$ cat src/rtl/zeroriscy_lsu_pkg.sv
// Shared types and helpers for the zero-riscy split load/store unit.
// Size decode, byte-enable, write-rotate and load-extend helpers.
package zeroriscy_lsu_pkg;

  typedef enum logic [1:0] {
    LSU_WORD = 2'b00,
    LSU_HALF = 2'b01,
    LSU_BYTE = 2'b10
  } lsu_type_e;

  typedef enum logic {
    S_IDLE,
    S_SECOND
  } lsu_state_e;

  typedef struct packed {
    lsu_type_e  typ;
    logic [1:0] off;
    logic       sign_ext;
    logic       we;
    logic       split;
    logic       first;
  } lsu_meta_t;

  localparam logic [3:0] SIZE_MASK_WORD = 4'b1111;
  localparam logic [3:0] SIZE_MASK_HALF = 4'b0011;
  localparam logic [3:0] SIZE_MASK_BYTE = 4'b0001;

  function automatic lsu_type_e lsu_to_type(
    input logic [1:0] t
  );
    lsu_type_e r;
    r = LSU_WORD;
    unique case (1'b1)
      t[1]:           r = LSU_BYTE;
      (t == 2'b01):   r = LSU_HALF;
      default:        r = LSU_WORD;
    endcase
    return r;
  endfunction

  function automatic logic [3:0] lsu_size_mask(
    input lsu_type_e t
  );
    logic [3:0] m;
    m = SIZE_MASK_WORD;
    unique case (1'b1)
      (t == LSU_HALF): m = SIZE_MASK_HALF;
      (t == LSU_BYTE): m = SIZE_MASK_BYTE;
      default:         m = SIZE_MASK_WORD;
    endcase
    return m;
  endfunction

  // Low nibble enables part 1, high nibble part 2.
  function automatic logic [7:0] lsu_be_wide(
    input lsu_type_e  t,
    input logic [1:0] off
  );
    logic [7:0] m;
    m = {4'b0000, lsu_size_mask(t)};
    return m << off;
  endfunction

  function automatic logic lsu_misaligned(
    input lsu_type_e  t,
    input logic [1:0] off
  );
    return ((t == LSU_WORD) && (off != 2'b00)) ||
           ((t == LSU_HALF) && (off == 2'b11));
  endfunction

  function automatic logic [31:0] lsu_wdata_rot(
    input lsu_type_e   t,
    input logic [1:0]  off,
    input logic [31:0] w
  );
    logic [31:0] rep;
    logic [63:0] d;
    rep = w;
    unique case (1'b1)
      (t == LSU_HALF): rep = {2{w[15:0]}};
      (t == LSU_BYTE): rep = {4{w[7:0]}};
      default:         rep = w;
    endcase
    d = {rep, rep} << {off, 3'b000};
    return 32'(d >> 32);
  endfunction

  function automatic logic [31:0] lsu_extend(
    input lsu_type_e   t,
    input logic        sx,
    input logic [31:0] w
  );
    logic [31:0] r;
    r = w;
    unique case (1'b1)
      (t == LSU_HALF): r = {{16{sx & w[15]}}, w[15:0]};
      (t == LSU_BYTE): r = {{24{sx & w[7]}}, w[7:0]};
      default:         r = w;
    endcase
    return r;
  endfunction

endpackage

$ cat src/rtl/zeroriscy_lsu_meta_fifo.sv
// In-order metadata FIFO tracking bus transactions in flight.
// Push on bus grant, pop on bus response.
module zeroriscy_lsu_meta_fifo
  import zeroriscy_lsu_pkg::*;
#(
  parameter int unsigned DEPTH = 2
) (
  input  logic       clk,
  input  logic       rst_n,
  input  logic       i_push,
  input  logic       i_pop,
  input  lsu_meta_t  i_data,
  output lsu_meta_t  o_head,
  output logic       o_full,
  output logic       o_empty,
  output logic [3:0] o_count
);

  localparam int unsigned PW = (DEPTH > 1) ? $clog2(DEPTH) : 1;

  lsu_meta_t       r_mem [DEPTH];
  logic [PW-1:0]   r_wptr;
  logic [PW-1:0]   r_rptr;
  logic [3:0]      r_count;
  logic            w_push;
  logic            w_pop;

  function automatic logic [PW-1:0] ptr_inc(
    input logic [PW-1:0] p
  );
    return (p == PW'(DEPTH - 1)) ? '0 : p + 1'b1;
  endfunction

  assign o_full  = (r_count == 4'(DEPTH));
  assign o_empty = (r_count == 4'd0);
  assign o_count = r_count;
  assign o_head  = r_mem[r_rptr];

  assign w_push = i_push && !o_full;
  assign w_pop  = i_pop && !o_empty;

  always_ff @(posedge clk or negedge rst_n) begin
    if (!rst_n) begin
      r_wptr  <= '0;
      r_rptr  <= '0;
      r_count <= 4'd0;
    end else begin
      if (w_push) r_wptr <= ptr_inc(r_wptr);
      if (w_pop)  r_rptr <= ptr_inc(r_rptr);
      unique case ({w_push, w_pop})
        2'b10:   r_count <= r_count + 4'd1;
        2'b01:   r_count <= r_count - 4'd1;
        default: r_count <= r_count;
      endcase
    end
  end

  always_ff @(posedge clk or negedge rst_n) begin
    if (!rst_n) begin
      for (int i = 0; i < int'(DEPTH); i++) begin
        r_mem[i] <= '0;
      end
    end else if (w_push) begin
      r_mem[r_wptr] <= i_data;
    end
  end

endmodule

$ cat src/rtl/zeroriscy_lsu_split.sv
// zero-riscy load/store unit with misaligned split and response merge.
// Up to MAX_OUTSTANDING bus transactions tracked in order.
module zeroriscy_lsu_split
  import zeroriscy_lsu_pkg::*;
#(
  parameter int unsigned MAX_OUTSTANDING = 2,
  parameter bit          SPLIT_EN        = 1'b1
) (
  input  logic        clk,
  input  logic        rst_n,
  output logic        data_req_o,
  input  logic        data_gnt_i,
  input  logic        data_rvalid_i,
  input  logic        data_err_i,
  output logic [31:0] data_addr_o,
  output logic        data_we_o,
  output logic [3:0]  data_be_o,
  output logic [31:0] data_wdata_o,
  input  logic [31:0] data_rdata_i,
  input  logic        data_req_ex_i,
  input  logic        data_we_ex_i,
  input  logic [1:0]  data_type_ex_i,
  input  logic        data_sign_ext_ex_i,
  input  logic [31:0] data_wdata_ex_i,
  input  logic [31:0] adder_result_ex_i,
  output logic        data_gnt_ex_o,
  output logic        data_valid_o,
  output logic [31:0] data_rdata_ex_o,
  output logic        load_err_o,
  output logic        store_err_o,
  output logic        busy_o
);

  lsu_state_e  r_state;
  lsu_state_e  w_state_nxt;
  lsu_type_e   w_type;
  logic [1:0]  w_off;
  logic        w_split;
  logic [7:0]  w_be;
  logic [31:0] w_addr_lo;
  logic        w_first_part;
  logic        w_push;
  logic        w_pop;
  logic        w_resp_first;
  lsu_meta_t   w_push_meta;
  lsu_meta_t   w_head;
  logic        w_full;
  logic        w_empty;
  logic [3:0]  w_count;
  logic [31:0] r_rdata_lo;
  logic        r_err;
  logic [63:0] w_cat;
  logic [31:0] w_merged;
  logic        w_err;

  assign w_type    = lsu_to_type(data_type_ex_i);
  assign w_off     = adder_result_ex_i[1:0];
  assign w_split   = SPLIT_EN && lsu_misaligned(w_type, w_off);
  assign w_be      = lsu_be_wide(w_type, w_off);
  assign w_addr_lo = {adder_result_ex_i[31:2], 2'b00};

  always_ff @(posedge clk or negedge rst_n) begin
    if (!rst_n) r_state <= S_IDLE;
    else        r_state <= w_state_nxt;
  end

  always_comb begin
    w_state_nxt = r_state;
    unique case (r_state)
      S_IDLE:   if (w_push && w_split) w_state_nxt = S_SECOND;
      S_SECOND: if (w_push) w_state_nxt = S_IDLE;
      default:  w_state_nxt = S_IDLE;
    endcase
  end

  always_comb begin
    data_req_o    = 1'b0;
    data_addr_o   = w_addr_lo;
    data_be_o     = w_be[3:0];
    data_gnt_ex_o = 1'b0;
    w_first_part  = 1'b1;
    unique case (r_state)
      S_IDLE: begin
        data_req_o    = data_req_ex_i && !w_full;
        data_gnt_ex_o = data_req_ex_i && !w_full &&
                        data_gnt_i && !w_split;
      end
      S_SECOND: begin
        data_req_o    = !w_full;
        data_addr_o   = w_addr_lo + 32'd4;
        data_be_o     = w_be[7:4];
        data_gnt_ex_o = !w_full && data_gnt_i;
        w_first_part  = 1'b0;
      end
      default: ;
    endcase
  end

  assign data_we_o    = data_we_ex_i;
  assign data_wdata_o = lsu_wdata_rot(w_type, w_off, data_wdata_ex_i);
  assign w_push       = data_req_o && data_gnt_i;

  assign w_push_meta = '{
    typ:      w_type,
    off:      w_off,
    sign_ext: data_sign_ext_ex_i,
    we:       data_we_ex_i,
    split:    w_split,
    first:    w_first_part
  };

  zeroriscy_lsu_meta_fifo #(
    .DEPTH (MAX_OUTSTANDING)
  ) u_meta_fifo (
    .clk     (clk),
    .rst_n   (rst_n),
    .i_push  (w_push),
    .i_pop   (w_pop),
    .i_data  (w_push_meta),
    .o_head  (w_head),
    .o_full  (w_full),
    .o_empty (w_empty),
    .o_count (w_count)
  );

  // Responses with nothing outstanding are dropped.
  assign w_pop        = data_rvalid_i && !w_empty;
  assign w_resp_first = w_pop && w_head.split && w_head.first;

  always_ff @(posedge clk or negedge rst_n) begin
    if (!rst_n) begin
      r_rdata_lo <= 32'd0;
      r_err      <= 1'b0;
    end else if (w_resp_first) begin
      r_rdata_lo <= data_rdata_i;
      r_err      <= data_err_i;
    end
  end

  assign w_cat = w_head.split ? {data_rdata_i, r_rdata_lo}
                              : {32'd0, data_rdata_i};
  assign w_merged = 32'(w_cat >> {w_head.off, 3'b000});
  assign w_err    = data_err_i | (w_head.split & r_err);

  assign data_valid_o    = w_pop && !w_resp_first;
  assign data_rdata_ex_o = lsu_extend(w_head.typ, w_head.sign_ext, w_merged);
  assign load_err_o      = data_valid_o && !w_head.we && w_err;
  assign store_err_o     = data_valid_o && w_head.we && w_err;
  assign busy_o          = !w_empty || data_req_o;

  logic w_count_unused;
  assign w_count_unused = ^w_count;

  a_rvalid_outstanding: assert property (
    @(posedge clk) disable iff (!rst_n)
    data_rvalid_i |-> !w_empty
  );

endmodule
$ cat config.mk
export PLATFORM = sky130hd
export DESIGN_NAME = zeroriscy_lsu_split
export DESIGN_NICKNAME = d
export VERILOG_FILES = /design/src/rtl/zeroriscy_lsu_pkg.sv /design/src/rtl/zeroriscy_lsu_meta_fifo.sv /design/src/rtl/zeroriscy_lsu_split.sv
export SDC_FILE = /design/constraint.sdc
export NUM_CORES = 1
export LEC_CHECK = 0
export ABC_AREA = 0
export CELL_PAD_IN_SITES_DETAIL_PLACEMENT = 1
export CELL_PAD_IN_SITES_GLOBAL_PLACEMENT = 1
export CORE_UTILIZATION = 35
export DETAILED_ROUTE_END_ITERATION = 8
export GPL_TIMING_DRIVEN = 1
export PLACE_DENSITY_LB_ADDON = 0.05
export SKIP_CTS_REPAIR_TIMING = 1
export SLEW_MARGIN = 20
export SYNTH_ARGS = -nofsm -noshare
export SYNTH_HDL_FRONTEND = slang
export SYNTH_SLANG_ARGS = --single-unit
export TNS_END_PERCENT = 10
$ cat constraint.sdc
create_clock -name clk -period 3.1 [get_ports clk]
set_input_delay 0.62 -clock clk [delete_from_list [all_inputs] [get_ports clk]]
set_output_delay 0.62 -clock clk [all_outputs]
set_load 0.05 [all_outputs]
### Yosys cells after proc, flatten, opt, wreduce, memory -nomap -nowiden

Cells that the tools add are included.

| storage, ports and cells | value |
|---|---|
| word-level logic and storage cells | 97 |
| register bits after elaboration | 56 |
| bits of input ports | 106 |
| output and inout bits | 107 |

| operators by class | value |
|---|---|
| bitwise gates (word level) | 7 |
| $add $sub $neg | 5 |
| magnitude comparators | 3 |
| reductions and logical operators | 30 |
| shifts and indexed selects | 3 |
| muxes and demuxes | 22 |
| eq/ne operators | 9 |

Operators with widths:

| operator | number |
|---|---|
| $pmux 32 s2 | 2 |
| $mux 64 | 1 |
| $shl 64x5->64 | 1 |
| $shr 64x5->32 | 1 |
| $add 32x3->32 const B | 1 |
| $mux 32 | 1 |
| $mux 8 | 4 |
| $logic_and 1x1->1 | 19 |
| $bwmux 16 | 1 |
| $pmux 4 s2 | 2 |
| $demux 8 s1 | 1 |
| $eq 2x1->1 const B | 4 |
| $eq 2x2->1 const B | 4 |
| $shl 4x2->8 | 1 |
| $pmux 1 s2 | 3 |
| $logic_not 1->1 | 5 |
| $mux 1 | 5 |
| $add 4x1->4 const B | 1 |
| $eq 4x2->1 const B | 1 |
| $ge 2x2->1 const B | 2 |
| $logic_not 4->1 | 1 |
| $mux 4 | 1 |
| $not 1->2 | 2 |
| $pmux 2 s2 | 1 |
| other kinds (9) | 14 |

### Depth between registers and ports, before layout

Gate-level depths: netlist (run 1).

| logic depth | value |
|---|---|
| depth in word-level cells | 10 |
| mapped depth | 9 |
| gate-level depth less buffers | 8 |

### Cells and area by module

Synthesis (run 1) repeated with hierarchy kept, for this count alone.

| second synthesis, totals | value |
|---|---|
| cells, all modules | 601 |
| area total of the unflattened synthesis | 6,069.6 sq um |

Modules (own cells, without submodules):

| module | seq. area each (sq um) | cells an instance | area an instance (sq um) | instances |
|---|---|---|---|---|
| zeroriscy_lsu_split | 850.8 | 518 | 4,924.7 | 1 |
| zeroriscy_lsu_meta_fifo | 550.5 | 83 | 1,144.8 | 1 |

### Worst setup path before layout (run 1)

Ideal clock, no wire load.

| path | value |
|---|---|
| path kind | register to output |
| from | reg u_meta_fifo.r_rptr |
| to | out store_err_o |
| arrival | 3,186 ps |
| stages on the path, launching flop included | 7 |
| data required time | 2,480 ps |
| buffers on the path | 2 |
| path slack | -706 ps |
| path through | dfrtp_1 -> mux2_4 -> buf_12 -> buf_4 -> a21boi_0 -> nor2b_1 -> nor2b_1 |

| between the ends | value |
|---|---|
| cells in the longest elaborated chain, start to end | 10 |
| elaborated cells between the ends (all ways) | 12 |
| classes of those cells | mux: 3; bitwise: 3; reduce/logical: 6 |

Ends and longest elaborated chain:

| what | RTL line | text |
|---|---|---|
| start: declaration | zeroriscy_lsu_meta_fifo.sv:23 | `logic [PW-1:0] r_rptr;` |
| start signal: assignment | zeroriscy_lsu_meta_fifo.sv:49 | `if (w_pop) r_rptr <= ptr_inc(r_rptr);` |
| $not 1->2 (implied by the code) * | zeroriscy_lsu_meta_fifo.sv:37 | `assign o_head = r_mem[r_rptr];` |
| $mux 8 (implied by the code) * (3 in a row) | zeroriscy_lsu_meta_fifo.sv:37 |  |
| $logic_and 1x1->1 | zeroriscy_lsu_split.sv:128 | `assign w_resp_first = w_pop && w_head.split && w_head.first;` |
| $logic_and 1x1->1 * | zeroriscy_lsu_split.sv:128 |  |
| $logic_not 1->1 * | zeroriscy_lsu_split.sv:145 | `assign data_valid_o = w_pop && !w_resp_first;` |
| $logic_and 1x1->1 * | zeroriscy_lsu_split.sv:145 |  |
| named net data_valid_o | zeroriscy_lsu_split.sv:27 | `output logic data_valid_o,` |
| $logic_and 1x1->1 * (2 in a row) | zeroriscy_lsu_split.sv:148 | `assign store_err_o = data_valid_o && w_head.we && w_err;` |
| end: declaration | zeroriscy_lsu_split.sv:30 | `output logic store_err_o,` |

Mark *: on every way through the listed nets, which the timed path passes. The rest lies on a longest branch. The select of a mux whose other input is x is not followed.

### Final worst setup path (run 1)

| path | value |
|---|---|
| from | in adder_result_ex_i[3] |
| to | out data_addr_o[19] |

| between the ends | value |
|---|---|
| cells in the longest elaborated chain, start to end | 2 |

Ends and longest elaborated chain:

| what | RTL line | text |
|---|---|---|
| start: declaration | zeroriscy_lsu_split.sv:25 | `input logic [31:0] adder_result_ex_i,` |
| $add 32x3->32 | zeroriscy_lsu_split.sv:90 | `data_addr_o = w_addr_lo + 32'd4;` |
| $mux 32 | zeroriscy_lsu_split.sv:82 | `unique case (r_state)` |
| end: declaration | zeroriscy_lsu_split.sv:15 | `output logic [31:0] data_addr_o,` |

No other way between the ends.

==> results of run 1 <==
## power groups by stage
stage | combinational (mW) | sequential [mW] | clock [mW]
2_1_floorplan | 6.20 | 1.32 | 0
3_3_place_gp | 9.88 | 1.39 | 0
3_5_place_dp | 10.1 | 1.44 | 0
4_1_cts | 10.1 | 1.43 | 0.693
5_1_grt | 11.3 | 1.54 | 0.715
6_report | 10.9 | 1.48 | 0.678
## stage by stage
stage          hold WS [ns]  instance area (sq um)  setup TNS (ns)  utilization [%]
2_1_floorplan         0.324                   6110           -1.40                -
3_3_place_gp          0.459                   9360           -1.32             55.6
3_5_place_dp          0.472                   9360           -3.25             55.6
4_1_cts               0.485                   9530           -7.35             56.7
5_1_grt               0.510                  10100           -2.00             60.2
6_report              0.435                  10100          -0.258             60.2
## registers in the layout, indices dropped and copies added (netlist names)
signal               count
u_meta_fifo.r_rptr       1
r_err                    1
u_meta_fifo.r_mem       16
r_state                  1
u_meta_fifo.o_count      4
r_rdata_lo              32
u_meta_fifo.r_wptr       1
## synthesized netlist by cell type, types with 7 or more instances
library cell   n
and3_1         7
buf_2         15
a21oi_1       26
nand3_1        7
o211ai_1      11
mux2_1        15
o21ai_0       33
nand2_1       74
a221o_1        7
dfrtp_1       56
xor2_1        14
a22oi_1       16
inv_1          9
nor2_1        42
clkbuf_1      10
buf_4          8
mux2_2        65
a31oi_1        9
mux2i_1       50
nand4_1       10
buf_6         12
mux4_2        32
xnor2_1       22
## worst max-delay path by stage
stage,startpoint,slack [ns],endpoint
after detailed placement,adder_result_ex_i[9],-0.21,data_addr_o[19]
after floorplan,data_type_ex_i[1],-0.10,data_wdata_o[16]
after global routing,adder_result_ex_i[3],-0.13,data_addr_o[19]
after global placement,adder_result_ex_i[2],-0.14,data_addr_o[28]
final,adder_result_ex_i[3],-0.05,data_addr_o[19]
after CTS,adder_result_ex_i[9],-0.23,data_addr_o[19]
## final cells by class
class | instances | area, sq um | area share [%]
clock buffers | 5 | 125 | 1.24
multi-input cells | 507 | 4630 | 45.7
repair buffers | 284 | 3620 | 35.7
clock inverters | 3 | 46.3 | 0.457
inverters | 9 | 37.5 | 0.371
flip-flops and latches | 56 | 1400 | 13.8
well taps | 220 | 275 | 2.72
## metal layers
layer / GRT usage, % / vias up / wire, um
li1: - / 2805 / -
met1: 27.9 / 3075 / 9080
met2: 42.3 / 206 / 11900
met4: 6.55 / 0 / 497
met3: 6.31 / 32 / 1620
met5: 0 / - / 0
## cells in the final DEF, fill, tap and decap left out, drive strengths merged, types with 8 or more instances in the layout
master	instances
clkdlybuf4s50	95
nand2	74
inv	9
o211ai	16
dlymetal6s2s	8
mux4	36
nor2	44
buf	176
a31oi	9
mux2	85
mux2i	52
dfrtp	56
xnor2	22
xor2	14
nand4	13
a21oi	26
o21ai	38
clkbuf	9
a22oi	18
## cell families after synthesis
| family | after synthesis | share of synthesized area, % |
|---|---|---|
| xor gates and xnor gates | 36 | 5.17 |
| adders and majority gates | 5 | 1.03 |
| buffers and inverters | 60 | 6.44 |
| and+or+nand+nor | 172 | 13.7 |
| other | 1 | 0.0615 |
| muxes | 171 | 37.8 |
| DFF | 56 | 23.0 |
| AOI/OAI and AO/OA | 119 | 12.9 |
## worst reg2reg max path: stages, from the launching register on
cell	delay, ns
dfrtp_2	0.45
buf_8	0.16
mux2_4	0.34
buf_4	0.17
clkbuf_16	0.17
and3_1	0.17
buf_4	0.40
mux2_2	0.43
==> reports/results.env, run 1 <==
STATUS='finished, violations left'
VIOLATIONS='setup timing'
GRT_MAX_DEGREE=57
FINAL_SLEW_VIOL_COUNT=0
FINAL_CELL_COUNT_NO_FILL=1084
GRT_PASS1_WL_UM=33900
CRIT_PATH_START_KIND='input port'
POST-LAYOUT-TOTAL-POWER_mW=13.0
INSERTEDDIODECOUNT=0
PER_INSTANCE_AVERAGE_AREA_AFTER_SYNTHESIS_SQ_UM=9.84
POSTSYNTHCELLCOUNT=620
RSZ_0062_RAISED_AFTER_GLOBAL_ROUTING='true'
CP_SLOWEST_CELL='clkdlybuf4s50_1'
SYNTH_ASYNC_SR_FLOP_SHARE_PCT=100
SYN-CELL-AREA_SQ_MM=0.00610
YOSYS_MOST_USED_DFF='dfrtp_1'
PATH_MAX_FANOUT=6
TRITONCTS='yes'
PLACEMENT.IO_BUFFERS=210
DP_SLACK_NS=-0.213
DRC_ERRORS=0
PLACED_CELLS_INCL_TAPS=1058
FLOORPLAN.INITIALDENSITY_PCT=36.3
CRIT_BUF_INV=3
SYNTH.TOP_CELL.AREA_SHARE_PCT=23.0
WIRE_PER_INST_UM=21.3
GRT.OVERFLOW.TOTAL=0
SETUP.REG_TO_REG.WORST_SLACK_NS=0.69
REGTOREGENDPOINT='r_rdata_lo[23]'
CPPEAKSTAGEDELAY_NS=0.49
ROUTED_VIAS_INST=5.64
FINAL_MIN_PERIOD_OVER_CLOCK_PERIOD_PCT=102
DIE_WIDTH_UM=134
SEQPWRFRAC_PCT=11.4
IR_DROP_uV=1330
TRITONCTS_NUM_SINKS=56
FINAL_NETS=974
LEAKAGE_nW=4.33
VIAS=6118
ROUTE.ANTENNA.REMAINING_NETS=0
CTS-BUFFERS-INSERTED=5
SETUP_VIOL=12
CTS_ROOT_BUF='clkbuf_16'
DIE_HEIGHT_UM=134
GLOBALROUTETOTALUTIL_PCT=23.7
FINALWORSTPATHREQUIREDPERIOD_NS=3.15
INITIALDRTVIOLATIONCOUNT=201
FILLERS=1759
ROUTED_WIRE_LENGTH_UM=23100
PLACE_CONGESTION=0.849
YOSYSWARNINGCOUNT=0
FIN_WORST_SKEW_NS=0.0122
YS_SEQ_AREA_SHARE_PCT=23.0
NUMBER_OF_SYNTHESIZED_FLOPS_WITH_AN_ENABLE_PIN=0
CRITICAL_PATH.TOP_DELAY_FAMILY='simple AND/OR/NAND/NOR gates'
TIMING.MAX_CAP.VIOLATIONS=0
HOLD_VIOLATIONS=0
POWER_DENSITY_mW_PER_MM2=1290
WORST-R2R-CELL-COUNT=7
FIRST_GLOBAL_VIAS=6538
CLK-INSERTION-DELAY-LATE_NS=0.31
WORSTHOLDPATHTYPE='input port to async pin'
TOP_LEVEL_PORTS=213
SYNTH.LARGEST_AREA_CELL='dfrtp_1'
POWER.SHARE.SWITCHING_PCT=49.4
FLOW.AREA_GROWTH_FROM_SYNTHESIS_PCT=66.0
CTS.HTREE.LEVELS=2
INTERNAL_POWER_mW=6.59
DRT_FIRST_PASS_ITERS=4
SETUP.WORST_PATH.CLASS='input port to output port'
CTS.PATH.MAX_BUFFERS=2
WORST_RELATIVE_SLEW_SLACK_PCT=49.8
CRIT_CELLS=8
SETUP_WS_NS=-0.0478
CRIT_ARRIVAL_NS=2.53
STANDARD_CELL_CORE_AREA_SQ_MM=0.0168
YOSYS.CELL_TYPES.COUNT=59
TIGHTEST_SLEW_NS=0.753
CELL_ROW_COUNT=47
CLK_TRANSITION_REPORTED_PATHS_NS=0.08
POWER_SWITCHING_mW=6.43
SYNTH.FF_LATCH_COUNT=56
FMAX_MHz=318
CRITPATHCAPTURETYPE='output port'
PWR-SHARE-COMB_PCT=83.4
ANTENNA_VIOLATIONS_BEFORE_REPAIR=0
TIMING.RR.START='u_meta_fifo.r_rptr'
FP.DIEAREA_SQ_MM=0.0180
CLOCK_POWER_SHARE_PCT=5.2
SYNTHTOPCELLSBYAREA='dfrtp_1 (23%), mux2_2 (12%), mux4_2 (12%)'
REQUIRED_NS=2.48
DPL.HPWL_UM=16200
CRIT_PATH_CELL_TRACE='clkdlybuf4s50_1, buf_4, nand2_1, nor4_4, and2_4, and3_1, xor2_2, buf_12'
POST_ROUTE_CELLS_DRIVE_ABOVE_1_SHARE_PCT=41.2
No activity file was read; power rests on OpenSTA's default activity.
==> run 2, diff against run 1 <==
- CORE_MARGIN: default -> 1
- HOLD_SLACK_MARGIN: default -> 0.05
==> results of run 2 <==
Same layout as run 1: the final DEF is identical, and so are final timing and power.
==> run 3, diff against run 2 <==
- CORE_ASPECT_RATIO: default -> 1.75
==> run 3 against run 2 <==
Effect of this change:
- the flow still finishes with violations (setup timing)
- design area grew 2.1%
- register-to-register slack got worse by 0.08 ns
- combinational power up 7%
- count of clock-buffer cells in the layout did not move
- sequential cell count unchanged
- clock skew about the same
- highest routed layer unchanged
- largest cell class unchanged
- maximum frequency decreased by 2.2%
- sequential share of layout area fell by 0.29 points
- setup slack worse by 0.070 ns
- die area is 0.11% higher
- hold slack gained 0.017 ns
==> reports/results.env, run 3 (synthesized netlist as in run 1, its figures left out) <==
STATUS='finished, violations left'
VIOLATIONS='setup timing'
TOP_REGISTER='r_rdata_lo'
CTS-BUFFERS-INSERTED=5  # unchanged
MULTIINPUTGATEAREA_SQ_MM=0.00457  # -1.2%
WORSTHOLDPATHTYPE='input port to async pin'
POST_ROUTE_CELLS_DRIVE_ABOVE_1_SHARE_PCT=42.4  # +1.2 points
DRT_FIRST_PASS_ITERS=4  # unchanged
WIRE_PER_INST_UM=22.5  # +5.6%
POWER_SWITCHING_mW=6.81  # +6.0%
FINAL_NETS=1001  # +2.8%
INSERTEDDIODECOUNT=0  # unchanged
FLOW.AREA_GROWTH_FROM_SYNTHESIS_PCT=69.5
CTS.HTREE.LEVELS=2  # unchanged
ROUTED_WIRE_LENGTH_UM=25200  # +8.9%
PLACEMENT.IO_BUFFERS=210  # unchanged
TRITONCTS_NUM_SINKS=56  # unchanged
FIN_WORST_SKEW_NS=0.0126  # +0.000373 ns
PWR-SHARE-COMB_PCT=83.9  # +0.5 points
DIE_WIDTH_UM=102  # -24%
CRITPATHCAPTURETYPE='output port'
FINAL_MIN_PERIOD_OVER_CLOCK_PERIOD_PCT=104  # +2.3 points
DIE_HEIGHT_UM=177  # +32%
FINAL_SLEW_VIOL_COUNT=0  # unchanged
FLOORPLAN.INITIALDENSITY_PCT=35.8  # -0.44 points
SEQPWRFRAC_PCT=10.7  # -0.7 points
LAYOUT_COMMON_CELLS='buf_4 (98), clkdlybuf4s50_1 (95), buf_12 (85)'
LARGEST_REGISTER_FF_COUNT=32  # unchanged
TOP_LEVEL_PORTS=213  # unchanged
DPL.HPWL_UM=17100  # +6.0%
GRT_MAX_DEGREE=57  # unchanged
CLK_TRANSITION_REPORTED_PATHS_NS=0.07  # about the same
PLACE_CONGESTION=0.859  # +1.3%
POWER.SHARE.SWITCHING_PCT=48.9  # -0.45 points
IR_DROP_uV=1120  # -16%
FILLERS=1806  # +2.7%
PLACEDINSTANCEAREA_SQ_MM=0.00941  # +0.57%
VIAS=6342  # +3.7%
CRIT_ARRIVAL_NS=2.60  # +0.07 ns
GRT.OVERFLOW.TOTAL=0  # unchanged
TRITONCTS='yes'
PATH_MAX_FANOUT=7  # +1
FINISH.INSTANCE_AREA_SQ_MM=0.0103  # +2.1%
LAYOUT.CELLS.MOST_COMMON='buf_4'
ROUTE.ANTENNA.REMAINING_NETS=0  # unchanged
TIGHTEST_SLEW_NS=0.758  # +0.00525 ns
TIMING.HOLD.WS_NS=0.451  # +0.0166 ns
ANTENNA_VIOLATIONS_BEFORE_REPAIR=0  # unchanged
FINALWORSTPATHREQUIREDPERIOD_NS=3.22  # +0.0705 ns
INITIALDRTVIOLATIONCOUNT=287  # +43%
POWER_DENSITY_mW_PER_MM2=1350  # +4.8%
WORST_RELATIVE_SLEW_SLACK_PCT=49.5  # -0.35 points
SETUP.WORST_PATH.CLASS='flip-flop to output port'
CRIT_PATH_START_KIND='flip-flop'
FMAX_MHz=311  # -2.2%
CELL_ROW_COUNT=63  # +34%
LEAKAGE_nW=4.44  # +2.5%
TIMING.MAX_CAP.VIOLATIONS=0  # unchanged
REQUIRED_NS=2.48  # about the same
ROUTED_VIAS_INST=5.67  # +0.51%
SEQCELLAREA_SQ_MM=0.00140  # unchanged
SETUP.REG_TO_REG.WORST_SLACK_NS=0.61  # -0.08 ns
CTS_ROOT_BUF='clkbuf_16'
RSZ_0062_RAISED_AFTER_GLOBAL_ROUTING='true'
FP.DIEAREA_SQ_MM=0.0180  # +0.11%
POST-LAYOUT-TOTAL-POWER_mW=13.9  # +7.0%
SETUP_VIOL=25  # +13
CLK-INSERTION-DELAY-LATE_NS=0.31  # about the same
SETUP_WS_NS=-0.118  # -0.0705 ns
INTERNAL_POWER_mW=7.12  # +8.0%
HOLD_VIOLATIONS=0  # unchanged
CTS.PATH.MAX_BUFFERS=2  # unchanged
GLOBALROUTETOTALUTIL_PCT=24.2  # +0.52 points
DRC_ERRORS=0  # unchanged
FIRST_GLOBAL_VIAS=6660  # +1.9%
STANDARD_CELL_CORE_AREA_SQ_MM=0.0170  # +1.2%
GRT_PASS1_WL_UM=34100  # +0.53%
CLOCK_POWER_SHARE_PCT=5.4  # +0.2 points
## run 3: final cells by class
cell class	instances	area share, %
clock buffers	5	1.21
clock inverters	3	0.665
inverters	9	0.363
multi-input cells	507	44.2
flip-flops and latches	56	13.6
well taps	227	2.75
repair buffers	311	37.3
## run 3: worst paths after layout
check                                startpoint                     end  depth (start not counted)
setup / recovery             u_meta_fifo.r_rptr     data_rdata_ex_o[17]                          9
hold / removal                            rst_n          r_rdata_lo[28]                          2
setup reg to reg                        r_state  u_meta_fifo.o_count[3]                          9
hold reg to reg            u_meta_fifo.r_mem[0]    u_meta_fifo.r_mem[0]                          2
max in group asynchronous                 rst_n      u_meta_fifo.r_rptr                          2
min in group clk           u_meta_fifo.r_mem[0]    u_meta_fifo.r_mem[0]                          2
## run 3: per-layer routing
| layer | global-route usage (%) | part of all wire, % | vias to the layer above |
|---|---|---|---|
| met5 | 0 | 0 | - |
| met4 | 10.1 | 5.3 | 0 |
| met3 | 3.16 | 4.5 | 68 |
| met2 | 49.0 | 57 | 235 |
| met1 | 23.5 | 33 | 3185 |
| li1 | - | - | 2854 |
## run 3: worst max-delay path: stages, from the launching register on
cell	delay (ns)
dfrtp_2	0.42
buf_6	0.15
mux2_4	0.38
buf_6	0.15
mux2i_1	0.12
a22oi_2	0.32
nand4_4	0.19
clkbuf_16	0.21
o211ai_1	0.13
clkbuf_16	0.22
## run 3: per-stage QoR
step	TNS, ns	setup WS (ns)	cells	util, %
floorplan	-1.40	-0.105	621	-
finish	-1.71	-0.118	1118	60.8
detailed placement	-2.13	-0.142	1071	55.3
CTS	-9.68	-0.342	1079	56.4
global placement	-0.319	-0.0487	1071	55.3
global route	-3.06	-0.170	1118	60.8
## run 3: power groups by stage
stage | Clock (mW) | Combinational, mW | Sequential [mW]
2_1_floorplan | 0 | 6.20 | 1.32
3_3_place_gp | 0 | 9.88 | 1.41
3_5_place_dp | 0 | 10.1 | 1.45
4_1_cts | 0.768 | 10.1 | 1.44
5_1_grt | 0.804 | 12.2 | 1.53
6_report | 0.756 | 11.7 | 1.49
